File: src/rtl/seq_shift_reg.sv
// Multi-cycle universal shift register: parallel load plus a start/busy/done sequence of single-bit shifts.
// Optional `SEQ_SHIFT_ABORT_EN adds an abort input that cancels an in-progress shift sequence.
module seq_shift_reg #(
  parameter int WIDTH   = 8,
  parameter int SHAMT_W = 4
) (
  input  logic               clk,
  input  logic               reset,
  input  logic [WIDTH-1:0]   load_val,
  input  logic               load,
  input  logic               start,
  input  logic               dir,
  input  logic [1:0]         mode,
  input  logic               ser_in,
  input  logic [SHAMT_W-1:0] shamt,
`ifdef SEQ_SHIFT_ABORT_EN
  input  logic               abort,
`endif
  output logic [WIDTH-1:0]   q,
  output logic               ser_out,
  output logic               busy,
  output logic               done
);

  typedef enum logic [1:0] {
    ST_IDLE  = 2'd0,
    ST_SHIFT = 2'd1,
    ST_DONE  = 2'd2
  } state_t;

  localparam logic [1:0] MODE_LOGIC  = 2'b00;
  localparam logic [1:0] MODE_ARITH  = 2'b01;
  localparam logic [1:0] MODE_ROTATE = 2'b10;

  state_t             state_reg;
  logic [WIDTH-1:0]   q_reg;
  logic               ser_out_reg;
  logic               busy_reg;
  logic               done_reg;
  logic [SHAMT_W-1:0] cnt_reg;
  logic               dir_reg;
  logic [1:0]         mode_reg;

  logic               fill_right;
  logic               fill_left;
  logic [WIDTH-1:0]   shr_next;
  logic [WIDTH-1:0]   shl_next;
  logic [WIDTH-1:0]   shift_next;
  logic               out_bit_next;

  // Fill bits depend on the latched mode, never on the live mode input.
  always_comb begin
    fill_right = ser_in;
    fill_left  = ser_in;
    case (mode_reg)
      MODE_LOGIC: begin
        fill_right = 1'b0;
        fill_left  = 1'b0;
      end
      MODE_ARITH: begin
        fill_right = q_reg[WIDTH-1];
        fill_left  = 1'b0;
      end
      MODE_ROTATE: begin
        fill_right = q_reg[0];
        fill_left  = q_reg[WIDTH-1];
      end
      default: begin
        fill_right = ser_in;
        fill_left  = ser_in;
      end
    endcase
  end

  genvar gi;
  generate
    for (gi = 0; gi < WIDTH; gi++) begin : g_shift
      if (gi == WIDTH - 1) begin : g_top
        assign shr_next[gi] = fill_right;
      end else begin : g_mid_r
        assign shr_next[gi] = q_reg[gi+1];
      end
      if (gi == 0) begin : g_bot
        assign shl_next[gi] = fill_left;
      end else begin : g_mid_l
        assign shl_next[gi] = q_reg[gi-1];
      end
    end
  endgenerate

  assign shift_next   = dir_reg ? shl_next : shr_next;
  assign out_bit_next = dir_reg ? q_reg[WIDTH-1] : q_reg[0];

  always_ff @(posedge clk or posedge reset) begin
    if (reset) begin
      state_reg   <= ST_IDLE;
      q_reg       <= '0;
      ser_out_reg <= 1'b0;
      busy_reg    <= 1'b0;
      done_reg    <= 1'b0;
      cnt_reg     <= '0;
      dir_reg     <= 1'b0;
      mode_reg    <= 2'b00;
    end else begin
      case (state_reg)
        ST_IDLE: begin
          busy_reg <= 1'b0;
          done_reg <= 1'b0;
          if (load) begin
            q_reg <= load_val;
          end else if (start) begin
            dir_reg  <= dir;
            mode_reg <= mode;
            if (shamt == '0) begin
              state_reg <= ST_DONE;
              done_reg  <= 1'b1;
            end else begin
              state_reg <= ST_SHIFT;
              cnt_reg   <= shamt;
              busy_reg  <= 1'b1;
            end
          end
        end
        ST_SHIFT: begin
`ifdef SEQ_SHIFT_ABORT_EN
          // Abort wins over the final count; q keeps the shifts done so far.
          if (abort) begin
            state_reg <= ST_IDLE;
            cnt_reg   <= '0;
            busy_reg  <= 1'b0;
          end else begin
`endif
            q_reg       <= shift_next;
            ser_out_reg <= out_bit_next;
            cnt_reg     <= cnt_reg - SHAMT_W'(1);
            if (cnt_reg == SHAMT_W'(1)) begin
              state_reg <= ST_DONE;
              busy_reg  <= 1'b0;
              done_reg  <= 1'b1;
            end
`ifdef SEQ_SHIFT_ABORT_EN
          end
`endif
        end
        ST_DONE: begin
          state_reg <= ST_IDLE;
          busy_reg  <= 1'b0;
          done_reg  <= 1'b0;
        end
        default: begin
          state_reg <= ST_IDLE;
          busy_reg  <= 1'b0;
          done_reg  <= 1'b0;
        end
      endcase
    end
  end

  assign q       = q_reg;
  assign ser_out = ser_out_reg;
  assign busy    = busy_reg;
  assign done    = done_reg;

endmodule

File: config.mk
export PLATFORM = sky130hd
export DESIGN_NAME = seq_shift_reg
export DESIGN_NICKNAME = d
export VERILOG_FILES = /design/src/rtl/seq_shift_reg.sv
export SDC_FILE = /design/constraint.sdc
export NUM_CORES = 1
export LEC_CHECK = 0
export BUFFER_PORTS_ARGS = -buffer_cell sky130_fd_sc_hd__buf_2
export CORE_MARGIN = 1
export CORE_UTILIZATION = 51
export CTS_CLUSTER_SIZE = 8
export DETAILED_ROUTE_END_ITERATION = 16
export HOLD_SLACK_MARGIN = 0.02
export PLACE_DENSITY = 0.77
export SYNTH_ARGS = -nofsm -noshare
export SYNTH_HDL_FRONTEND = slang
export SYNTH_SLANG_ARGS = --single-unit
File: constraint.sdc
create_clock -name clk -period 1.8 [get_ports clk]
set_input_delay 0.36 -clock clk [delete_from_list [all_inputs] [get_ports clk]]
set_output_delay 0.36 -clock clk [all_outputs]
set_load 0.05 [all_outputs]
==> flow_summary.ini <==
[route]
drt_iter0_markers = 18
vias = 964
met3_length_microns = 88
firstDrtPassIters = 4
wl_per_cell_microns = 13.6
drc = 0
routed.top_layer = met4
antenna_left = 0
drt_wl_total_microns = 2320
wl_met1_microns = 1020
dr_wl_met2_microns = 1190
avgViaCountPerCell = 5.67

[clocking]
cts_resized = 0
clock_path_buffers = 2
cts_tree = done
postCtsSetupBuffers = 0
hold_buffers = 0
clkTransAtPathRegs_ns = 0.11
cts-root-buf = clkbuf_4
cts_sinks = 20
clock_latency_ns = 0.29
htree_levels = 1
cts-buffers-inserted = 3

[timing]
fin_crit_ns = 1.56
relSlewSlack = 0.657
rsz0062_at_grt = no
setup_violations = 0
fmax_ghz = 0.640
slew_violations = 0
clock_skew_ns = 0.00286
finalCritPeriodShare = 0.867
tightest_slew_ns = 0.515
tns_ns = 0
finalHoldViolCount = 0

[setup_path]
start_kind = flop
crit_path_end_kind = flop
crit_family = flip-flops
required_ns = 2.01
crit_chain = nand2b_1 -> a221o_1 -> a41oi_1
critical_path_class = flop to flop
path_buf_inv = 0
critical_path.max_fanout = 17
worstPathArrival_ns = 1.77
critPathMaxStageDelay_ns = 0.58
slowest_stage = dfrtp_1

[pwr]
ir_worst_vdd_mv = 1.04
p_leak_nw = 0.631
finalPower_mw = 2.60
power_density_mw_per_mm2 = 1890

[floorplan]
die_y_microns = 50.2
dieArea_sq_mm = 0.00252
start_util = 0.541
die_x_microns = 50.2
io_pins = 31
num_rows = 17
coreArea_sq_mm = 0.00219

[synthesis]
synth_cell_types = 38
synth.most_common_cell = dfrtp_1
synthTopCellsByCount = 20 x dfrtp_1, 10 x a21oi_1, 7 x inv_1
ys_seq_elements = 20
async_flop_share = 1.00
ys.flop_type = dfrtp_1
synth_enable_flop_cells = 0
synthTopCellsByArea = dfrtp_1 42%, mux2_2 5.7%, mux2i_1 5.1%, a21oi_1 4.2%, nor3b_1 3.2%
syn_nets = 134
syn_inst = 112
syn_avg_cell_area_sq_um = 10.6
seq_area_frac_synth = 0.422
yosys.area.top_type = dfrtp_1
netlist.area_leader.share = 0.422
syn_area_sq_mm = 0.00118
yosysWarnings = 0

[global_route]
grt.overflow.total = 0
grt_max_degree = 21
grt_antenna_before_repair = 0
grt_pass1_wl_microns = 4000
track_usage = 0.212
grt_pass1_vias = 917

[hold_path]
hp-class = input pin to asynchronous set/reset pin

[placement]
dpl.hpwl_microns = 1800
portBuffers = 30
globalplace.congestion = 0.829

[finish]
drive_gt1_frac = 0.366
nets = 165
antenna_cells = 0
area_delta_synth_final_pct = 16.2
largest_reg_flops = 8

[status]
status = finished, final reports clean

[job]
maxCapViolCount = 0
==> tightest hold or removal path, cell delays in order <==
cell and delay, ns:
buf_2 0.10, inv_1 0.04, buf_4 0.26
==> final timing paths <==
check | to | cells past startpoint | slack, ns | startpoint
max | q[7] | 3 | 0.24 | state_reg[1]
min reg2reg | ser_out | 2 | 0.50 | ser_out
max reg2reg | q[7] | 3 | 0.24 | state_reg[1]
min | ser_out | 3 | 0.08 | reset
max in group asynchronous | cnt_reg[2] | 3 | 1.52 | reset
min in group clk | mode_reg[0] | 2 | 0.30 | mode[0]
==> cell usage in the layout, fill, tap and decap left out, types with 3 or more instances in the layout <==
master	count
a21oi_1	10
a22oi_1	4
buf_2	30
clkbuf_4	3
dfrtp_1	20
inv_1	7
mux2_2	6
mux2i_1	6
nand2_1	6
nor2_1	5
nor3b_1	5
o21ai_0	5
o221a_2	3
o22a_1	3
==> per-layer routing <==
metal / track usage / vias up
li1: - / 473
met1: 0.280 / 465
met2: 0.356 / 24
met3: 0.0273 / 2
met4: 0.0714 / 0
met5: 0 / -
==> cell families (layout without fill, tap and decap cells) <==
family          Yosys count  after routing  synth area share
fa+ha+maj                 2              2            0.0211
simple gates             31             31             0.184
compound gates           34             34             0.205
mux                      12             12             0.108
flops                    20             20             0.422
buf+inv                  13             43            0.0602
==> layout make-up <==
| cell class | instances | area, sq um |
|---|---|---|
| Sequential cell | 20 | 500 |
| Tap cell | 28 | 35.0 |
| Multi-Input combinational cell | 79 | 613 |
| Inverter | 7 | 26.3 |
| Timing Repair Buffer | 32 | 165 |
| Clock buffer | 4 | 36.3 |
| Fill cell | 198 | 815 |
==> through the flow <==
step	area (sq um)	worst slack, ns	cells	util	hold slack [ns]
finish	1380	0.239	170	0.628	0.0752
global route	1380	0.0993	170	0.628	0.0969
CTS	1380	0.222	170	0.628	0.0698
detailed placement	1340	0.251	166	0.612	0.397
global placement	1340	0.294	166	0.612	0.389
floorplan	1180	0.473	112	-	0.324
==> power by group <==
group | switching, mW | internal [mW] | total, mW
clock | 0.128 | 0.123 | 0.251
sequential | 0.283 | 0.664 | 0.947
combinational | 0.844 | 0.562 | 1.41
(Power assumes the default switching activity.)
